==> config.mk <==
export PLATFORM = sky130hd
export DESIGN_NAME = ccu_snoop_sequencer
export DESIGN_NICKNAME = d
export VERILOG_FILES = /design/src/rtl/ccu_snoop_sequencer.sv
export SDC_FILE = /design/constraint.sdc
export NUM_CORES = 1
export LEC_CHECK = 0
export BUFFER_PORTS_ARGS = -buffer_cell sky130_fd_sc_hd__buf_2
export CORE_AREA = 2 2 161 163
export CTS_BUF_LIST = sky130_fd_sc_hd__clkbuf_8
export CTS_CLUSTER_SIZE = 30
export DETAILED_ROUTE_END_ITERATION = 8
export DIE_AREA = 0 0 163 165
export PLACE_DENSITY = 0.58
export SLEW_MARGIN = 5
export SYNTH_ARGS = -nofsm -noshare
export SYNTH_HDL_FRONTEND = slang
export SYNTH_SLANG_ARGS = --single-unit
==> constraint.sdc <==
create_clock -name clk_i -period 3.35 [get_ports clk_i]
set_input_delay 0.67 -clock clk_i [delete_from_list [all_inputs] [get_ports clk_i]]
set_output_delay 0.67 -clock clk_i [all_outputs]
set_load 0.02 [all_outputs]
==> src/rtl/ccu_snoop_sequencer.sv <==
`timescale 1ns/1ps
// ccu_snoop_sequencer
// Round-robin arbitration of coherent snoop requests from the ACE ports of
// the CCU. A granted snoop is broadcast on AC to every port except its
// initiator, the CR answers are OR-combined, and the aggregated response plus
// the mask of ports that will push CD data is presented on the rsp channel.
//
// Handshake rule for every channel (req, ac, cr, rsp): a transfer happens on a
// rising clk_i edge where valid and ready are both high. Once a sender raises
// valid it keeps valid and payload stable until that edge. Only req_ready_o
// looks at its own valid combinationally; every other output is decoded from
// registered state.
module ccu_snoop_sequencer #(
    parameter int unsigned NoSlvPorts   = 4,
    parameter int unsigned AxiAddrWidth = 64,
    parameter int unsigned IdxWidth     = (NoSlvPorts > 1) ? $clog2(NoSlvPorts) : 1
) (
    input  logic                               clk_i,
    input  logic                               rst_ni,
    input  logic [NoSlvPorts-1:0]              req_valid_i,
    output logic [NoSlvPorts-1:0]              req_ready_o,
    input  logic [NoSlvPorts*AxiAddrWidth-1:0] req_addr_i,
    input  logic [NoSlvPorts*4-1:0]            req_snoop_i,
    input  logic [NoSlvPorts*3-1:0]            req_prot_i,
    output logic [NoSlvPorts-1:0]              ac_valid_o,
    input  logic [NoSlvPorts-1:0]              ac_ready_i,
    output logic [AxiAddrWidth-1:0]            ac_addr_o,
    output logic [3:0]                         ac_snoop_o,
    output logic [2:0]                         ac_prot_o,
    input  logic [NoSlvPorts-1:0]              cr_valid_i,
    output logic [NoSlvPorts-1:0]              cr_ready_o,
    input  logic [NoSlvPorts*5-1:0]            cr_resp_i,
    output logic                               rsp_valid_o,
    input  logic                               rsp_ready_i,
    output logic [IdxWidth-1:0]                rsp_idx_o,
    output logic [4:0]                         rsp_resp_o,
    output logic [NoSlvPorts-1:0]              rsp_data_mask_o,
    output logic [1:0]                         dbg_state_o
);

    typedef enum logic [1:0] {
        Idle  = 2'd0,
        Snoop = 2'd1,
        Resp  = 2'd2
    } stateT;

    stateT                     stateQ, stateD;
    logic [IdxWidth-1:0]       rrQ;
    logic [IdxWidth-1:0]       idxQ;
    logic [AxiAddrWidth-1:0]   addrQ;
    logic [3:0]                snoopQ;
    logic [2:0]                protQ;
    logic [NoSlvPorts-1:0]     targetQ;
    logic [NoSlvPorts-1:0]     acDoneQ;
    logic [NoSlvPorts-1:0]     crDoneQ;
    logic [4:0]                respQ;
    logic [NoSlvPorts-1:0]     dataMaskQ;

    logic                      grantFound;
    logic [IdxWidth-1:0]       grantIdx;
    logic [IdxWidth-1:0]       candIdx;
    logic [IdxWidth-1:0]       rrNext;
    logic [NoSlvPorts-1:0]     targetNew;
    logic                      reqFire;
    logic [NoSlvPorts-1:0]     acValid;
    logic [NoSlvPorts-1:0]     crReady;
    logic [NoSlvPorts-1:0]     acFire;
    logic [NoSlvPorts-1:0]     crFire;
    logic [NoSlvPorts-1:0]     crDoneNext;
    logic [4:0]                respOr;
    logic [NoSlvPorts-1:0]     dataNew;

    // Round-robin scan starting at rrQ; first requesting port wins.
    always_comb begin
        grantFound = 1'b0;
        grantIdx   = '0;
        candIdx    = '0;
        for (int unsigned i = 0; i < NoSlvPorts; i++) begin
            candIdx = IdxWidth'((32'(rrQ) + i) % NoSlvPorts);
            if (!grantFound && req_valid_i[candIdx]) begin
                grantFound = 1'b1;
                grantIdx   = candIdx;
            end
        end
    end

    // Pointer advance, target mask and one-hot ready for the current grant.
    always_comb begin
        rrNext = (grantIdx == IdxWidth'(NoSlvPorts - 1)) ? '0 : grantIdx + IdxWidth'(1);
        targetNew           = '1;
        targetNew[grantIdx] = 1'b0;
        req_ready_o         = '0;
        if (stateQ == Idle && grantFound) begin
            req_ready_o[grantIdx] = 1'b1;
        end
    end

    assign reqFire = (stateQ == Idle) && grantFound;

    // AC/CR enables decode only registered masks; a CR needs its AC already done.
    always_comb begin
        acValid = '0;
        crReady = '0;
        if (stateQ == Snoop) begin
            acValid = targetQ & ~acDoneQ;
            crReady = targetQ & acDoneQ & ~crDoneQ;
        end
    end

    assign acFire     = acValid & ac_ready_i;
    assign crFire     = crReady & cr_valid_i;
    assign crDoneNext = crDoneQ | crFire;

    // Field-wise OR of every CR accepted this cycle; bit 0 is dataTransfer.
    always_comb begin
        respOr  = '0;
        dataNew = '0;
        for (int unsigned j = 0; j < NoSlvPorts; j++) begin
            if (crFire[j]) begin
                respOr     = respOr | cr_resp_i[j*5 +: 5];
                dataNew[j] = cr_resp_i[j*5];
            end
        end
    end

    // FSM state register.
    always_ff @(posedge clk_i or negedge rst_ni) begin
        if (!rst_ni) begin
            stateQ <= Idle;
        end else begin
            stateQ <= stateD;
        end
    end

    // FSM next-state logic.
    always_comb begin
        stateD = stateQ;
        case (stateQ)
            Idle: begin
                if (grantFound) begin
                    // With a single port there is nobody to snoop.
                    stateD = (targetNew == '0) ? Resp : Snoop;
                end
            end
            Snoop: begin
                if (crDoneNext == targetQ) begin
                    stateD = Resp;
                end
            end
            Resp: begin
                if (rsp_ready_i) begin
                    stateD = Idle;
                end
            end
            default: stateD = Idle;
        endcase
    end

    // Transaction registers: latched on grant, accumulated during SNOOP.
    always_ff @(posedge clk_i or negedge rst_ni) begin
        if (!rst_ni) begin
            rrQ       <= '0;
            idxQ      <= '0;
            addrQ     <= '0;
            snoopQ    <= '0;
            protQ     <= '0;
            targetQ   <= '0;
            acDoneQ   <= '0;
            crDoneQ   <= '0;
            respQ     <= '0;
            dataMaskQ <= '0;
        end else if (reqFire) begin
            rrQ       <= rrNext;
            idxQ      <= grantIdx;
            addrQ     <= req_addr_i[grantIdx*AxiAddrWidth +: AxiAddrWidth];
            snoopQ    <= req_snoop_i[grantIdx*4 +: 4];
            protQ     <= req_prot_i[grantIdx*3 +: 3];
            targetQ   <= targetNew;
            acDoneQ   <= '0;
            crDoneQ   <= '0;
            respQ     <= '0;
            dataMaskQ <= '0;
        end else if (stateQ == Snoop) begin
            acDoneQ   <= acDoneQ | acFire;
            crDoneQ   <= crDoneNext;
            respQ     <= respQ | respOr;
            dataMaskQ <= dataMaskQ | dataNew;
        end
    end

    assign ac_valid_o      = acValid;
    assign cr_ready_o      = crReady;
    assign ac_addr_o       = addrQ;
    assign ac_snoop_o      = snoopQ;
    assign ac_prot_o       = protQ;
    assign rsp_valid_o     = (stateQ == Resp);
    assign rsp_idx_o       = idxQ;
    assign rsp_resp_o      = respQ;
    assign rsp_data_mask_o = dataMaskQ;
    assign dbg_state_o     = stateQ;

endmodule

== After elaboration in Yosys (flattened, before gate mapping) ==
Cells that the tools add are included.
W data, S select, Z words.

* Output and inout bits: 97
* Flip-flop bits (word level): 98
* Bits of input ports: 319
* Word-level logic and storage cells: 102

* Multipliers: 1
* $add $sub $neg: 4
* Bitwise gates (word level): 15
* $lt $le $gt $ge: 6
* Equal/unequal tests: 7
* Reductions and logical operators: 12
* Mux-type cells: 43
* Shift-type cells: 3

{| class="wikitable"
|+ Operators with widths
! operator !! number
|-
| $shiftx A256 B9 Y64 || 1
|-
| $mux W4 || 9
|-
| $mux W5 || 6
|-
| $and A4 B4 Y4 || 5
|-
| $or A5 B5 Y5 || 4
|-
| $mux W2 || 9
|-
| $shiftx A16 B5 Y4 || 1
|-
| $lt A2 B3 Y1 const B || 5
|-
| $mux W1 || 13
|-
| $not A4 Y4 || 3
|-
| $or A4 B4 Y4 || 3
|-
| $shiftx A12 B5 Y3 || 1
|-
| $bmux W1 S2 || 4
|-
| $pmux W2 S3 || 1
|-
| $logic_and A1 B1 Y1 || 5
|-
| $add A2 B1 Y2 const B || 2
|-
| $add A2 B2 Y2 const B || 2
|-
| $eq A2 B2 Y1 const B || 2
|-
| $eq A4 B4 Y1 || 1
|-
| $logic_not A4 Y1 || 1
|-
| $mul A2 B2 Y4 const B || 1
|-
| $ne A2 B2 Y1 const B || 2
|-
| $logic_not A1 Y1 || 3
|-
| $reduce_and A3 Y1 || 1
|-
| 6 further kinds || 6
|}

== Longest topological paths before layout ==
* Word-level depth: 21
* Mapped depth: 9
* Gate-level depth less buffers: 7

== Least setup slack after synthesis ==
OpenSTA, ideal clock, no wires.

* Kind: input -> output
* Start: in req_valid_i[2]
* End: out req_ready_o[3]
* Required time: 2.680 ns
* Cell stages on the path: 8
* Path buffers: 2
* Path slack: 0.749 ns
* Arrival: 1.931 ns
* Cell sequence: nor2b_2 nor3b_2 o22ai_2 inv_4 buf_12 buf_12 ha_1 and2_1

* Word-level cells in the longest chain between the ends: 17
* Elaborated cells on any way between the ends: 29
* Those cells by class: order compare (2); mux (19); reduce/logical (8)

{| class="wikitable"
|+ Ends and longest elaborated chain
! what !! RTL line !! source
|-
| start: declaration || 20 || <nowiki>input logic [NoSlvPorts-1:0] req_valid_i,</nowiki>
|-
| $bmux W1 S2 || 80 || <nowiki>if (!grantFound && req_valid_i[candIdx]) begin</nowiki>
|-
| $mux W1 (implied by the code) || 80 ||
|-
| $mux W1 || 80 ||
|-
| $logic_not A1 Y1 || 80 ||
|-
| $logic_and A1 B1 Y1 || 80 ||
|-
| $mux W1 || 80 ||
|-
| $logic_not A1 Y1 || 80 ||
|-
| $logic_and A1 B1 Y1 || 80 ||
|-
| [2 not listed] || n/a ||
|-
| $logic_and A1 B1 Y1 || 80 ||
|-
| $mux W2 (*) || 80 ||
|-
| named net grantIdx[0] || 60 || <nowiki>logic [IdxWidth-1:0] grantIdx;</nowiki>
|-
| $lt A2 B3 Y1 (implied by the code) / $ge A2 B1 Y1 (equally long branches) || 94 || <nowiki>req_ready_o[grantIdx] = 1'b1;</nowiki>
|-
| $logic_and A1 B1 Y1 (implied by the code) || 94 ||
|-
| $mux W1 (implied by the code) || 94 ||
|-
| $demux W1 S2 (*) || 94 ||
|-
| $mux W4 (*) || 93 || <nowiki>if (stateQ == Idle && grantFound) begin</nowiki>
|-
| end: declaration || 21 || <nowiki>output logic [NoSlvPorts-1:0] req_ready_o,</nowiki>
|}

Mark *: on every way through the listed nets, which the timed path passes. The rest lies on a longest branch. The select of a mux whose other input is x is not followed.

== Worst setup path in the final report ==
* Start: reg stateQ[1], in the netlist dbg_state_o[1]
* End: out req_ready_o[0]

* Word-level cells in the longest chain between the ends: 3

{| class="wikitable"
|+ Ends and longest elaborated chain
! what !! RTL line !! source
|-
| start: declaration || 47 || <nowiki>stateT stateQ, stateD;</nowiki>
|-
| start signal: assignment || 129 || <nowiki>stateQ <= Idle;</nowiki>
|-
| start signal: assignment || 131 || <nowiki>stateQ <= stateD;</nowiki>
|-
| $logic_not A2 Y1 || 93 ||
|-
| $logic_and A1 B1 Y1 || 93 ||
|-
| $mux W4 || 93 ||
|}

No other way between the ends.

==> impl_summary.md <==
Setup path
The required time of the critical path is 2.68 ns. The sum of buffers and inverters on the critical path is 1. The critical path goes through nor3_2 -> and2_1 -> buf_2.

The biggest fanout along the worst timing path is 18. For this run, the slowest stage of the critical path takes 0.91 ns. The number of cells on the worst reg-to-reg path is 7.

The reg-to-reg setup timing slack is 1.06 ns. The worst path arrival time is 2.17 ns. The critical path depth in cells is 3. The critical path class is reg -> out.

The reg-to-reg endpoint is ac_addr_o[49]$_DFFE_PN0P_. The critical register-to-register path startpoint is rrQ[0]$_DFFE_PN0P_. The family of cells with the greatest summed delay on the critical path is simple AND/OR/NAND/NOR gates.

The slowest stage of the critical path is the nor3_2 cell. The kind of end point of the critical path is an output port. The worst setup path is launched from a flip-flop.

CTS
The clock sink total is 98. The number of setup buffers added after CTS is 0. The total number of H-tree levels is 3. In this run the deepest clock path goes through 2 buffers. The CTS tree is done. The number of hold buffers added after CTS was 0. The clock latency on the worst-skew pair is 0.37 ns.

The post-CTS clock slew at the launch and capture registers of the worst setup and hold paths is 0.12 ns. The quantity of gates resized following cts is 0. TritonCTS created 9 clock buffers. The root buffer cell is clkbuf_8.

Detailed routing
Wires add up to 21400 um. The number of vias per cell after detailed routing is 4.63. The routed layout has 5884 vias. The residual antenna-violating net count after detailed routing is 0. The detailed-routing iteration count for the pre-antenna-repair pass is 4.

The number of design rule violations left after detail routing is 0. In this run, the number of DRC markers left after iteration 0 of detailed routing was 235. After detailed routing, the average wire length per cell comes to 16.8 um.

Place
After detailed placement, the total cell area comes to 0.00814 mm2. In this run the tool buffered the top-level ports with 415 buffer cells. The global placer's final weighted congestion is 0.825.

The pre-CTS setup slack is 0.550 ns. The half-perimeter wire length of the detailed placement result is 16500 um.

Timing
On the final layout, the worst hold slack is 0.277 ns. The fmax is 352 MHz. The worst slew margin relative to its limit is 26.6%. The clock tree skew after final layout is 0.0172 ns. The number of hold violations in the final report was 0.

The final critical-path setup slack is 0.511 ns. The clock period minus final worst setup slack is 2.84 ns. Setup repair after global routing left no endpoint under its margin. The final-layout setup total negative slack is 0 ns.

Setup violations remaining at the end of the flow were counted as 0. The number of max-slew violations in the final report is 0. At the pin with the least slew margin, the transition time is 1.10 ns. In the finished design, the share of the clock period the worst path needs comes to 84.7%.

Synth
Synthesis produced a netlist whose cell count is 541. Of the synthesized area, sequential elements account for 41.9%. Averaged over all synthesized cells, the footprint is 10.8 um2.

Synthesis inferred 98 register bits. The cell area after technology mapping is 0.00586 mm2. Summed over its instances, the top area cell type makes up 41.9% of the synthesized netlist area.

By area the synthesized netlist is led by dfrtp_1, mux2i_1, o221ai_1, nand2_1, buf_12. Among all flip-flop cells after synthesis, the most frequent one is dfrtp_1. The count of warnings emitted by yosys is 0. Summed over all instances, the cell type with the most area after synthesis is dfrtp_1.

The proportion of register bits with asynchronous set or reset after synthesis is 100%. Counting flops with a built-in enable in the synthesized netlist gives 0. When the netlist entered floorplanning its net count stood at 864. The unique cell type count in the Yosys netlist is 48.

Power and ir drop
IR analysis of the VDD net gives a maximum drop of 0.389 mV. The leakage power figure is 4.37 nW. The power per unit of standard cell area is 865 mW/mm2.

Global routing
The pin count of the biggest net entering global routing is 88. The initial antenna violation count came to 1. The global routing usage summed across all routing layers is 15.0%. The first global-routing pass estimated 30900 um of wire. The total grt overflow is 0. The number of global-route vias before repair is 5687.

Flow run
The number of max-cap violations is 0.

Layout
The number of antenna diodes in the final layout is 0. Leaving out fill and tap cells, the most frequent cell in the layout is buf_2. Once layout is complete, the utilization of the core stands at 33.3%. Across the whole layout, storage elements account for 0.00245 mm2. The final design area excluding fillers is 0.00834 mm2. Relative to the synthesized area, the layout overhead comes to 42.5%.

Leaving out fill and tap cells, the most frequent cells in the layout are buf_2, mux2i_1, dfrtp_1. For this run, the post-layout net count is 1258. The number of filler cells placed in the layout is 2603. The multi-input combinational cells in the finished layout cover a total of 0.00304 mm2. In the final layout, the share of cells above drive strength 1 is 48.4%.

Floorplanning
From left edge to right edge, the die measures 163 um. The cell row count is 58. Once the floorplan was initialized, standard cells occupied 23.4% of the core.

The die outline area is 0.0269 mm2. The floorplan step set the die height to 165 um. The area of the placeable core is 0.0250 mm2. For this design the top-level I/O count stands at 416.

Outcome
The run finished with clean final reports.

Hold path
The kind of path behind the tightest hold check is in -> async.
-- metal layers --
metal / routed length, um / up-vias / track usage (%)
met5: 0 / - / 0
li1: - / 2842 / -
met4: 403 / 0 / 4.67
met1: 8470 / 2744 / 17.6
met3: 1580 / 22 / 3.26
met2: 10900 / 276 / 27.3
-- sequential cells by signal (all words and copies together) (netlist names) --
name	flops
ac_addr_o	64
rsp_resp_o	5
acDoneQ	4
ac_snoop_o	4
crDoneQ	4
rsp_data_mask_o	4
targetQ	4
ac_prot_o	3
dbg_state_o	2
rrQ	2
rsp_idx_o	2
-- metrics by stage --
step,power [mW],std cells
CTS,7.33,1270
global placement,6.40,1254
global route,7.77,1270
detailed placement,6.46,1254
floorplan,5.17,541
finish,7.22,1270
-- worst reg2reg max path: stages, from the launching register on --
cell and delay [ns]:
dfrtp_1 0.45, nor2b_2 0.09, nor3b_2 0.18, o22ai_2 0.19, inv_8 0.19, buf_12 0.42, mux2i_1 0.49, o221ai_1 0.15
-- power breakdown --
part / internal, mW / switching (mW) / leakage, nW
clock: 0.360 / 0.483 / 0.107
sequential: 1.76 / 0.362 / 1.20
combinational: 1.66 / 2.59 / 3.06
-- logic make-up (layout without fill, tap and decap cells) --
group | Yosys count | after routing | synth area share, %
AO/OA/AOI/OAI | 109 | 109 | 15.7
buffers and inverters | 50 | 449 | 6.47
flip-flops | 98 | 98 | 41.9
AND/OR/NAND/NOR | 139 | 139 | 11.0
adder cells (fa/ha/maj) | 4 | 4 | 0.855
multiplexers | 141 | 141 | 24.1
-- worst max-delay path by stage --
stage | startpoint | to | slack, ns
6_report | dbg_state_o[1]$_DFFE_PN0P_ | req_ready_o[0] | 0.51
5_1_grt | dbg_state_o[1]$_DFFE_PN0P_ | req_ready_o[2] | 0.33
4_1_cts | dbg_state_o[1]$_DFFE_PN0P_ | req_ready_o[0] | 0.49
3_5_place_dp | req_valid_i[3] | req_ready_o[0] | 0.55
3_3_place_gp | req_valid_i[1] | req_ready_o[3] | 0.56
2_1_floorplan | req_valid_i[2] | req_ready_o[3] | 0.75
-- layout make-up --
type / count / share of cell area, %
multi-input combinational: 393 / 36.4
sequential: 98 / 29.4
timing repair buffer: 424 / 26.3
tap: 330 / 4.95
clock buffer: 9 / 1.48
clock inverter: 7 / 0.975
inverter: 9 / 0.495
-- cell usage after synthesis, drive strengths merged, types with 5 or more instances --
master and n:
a21oi 8, a222oi 5, buf 22, clkbuf 18, dfrtp 98, inv 9, mux2i 141, nand2 88
nand3 5, nor2 22, nor2b 6, nor3b 5, o221ai 70
(Power assumes the default switching activity.)
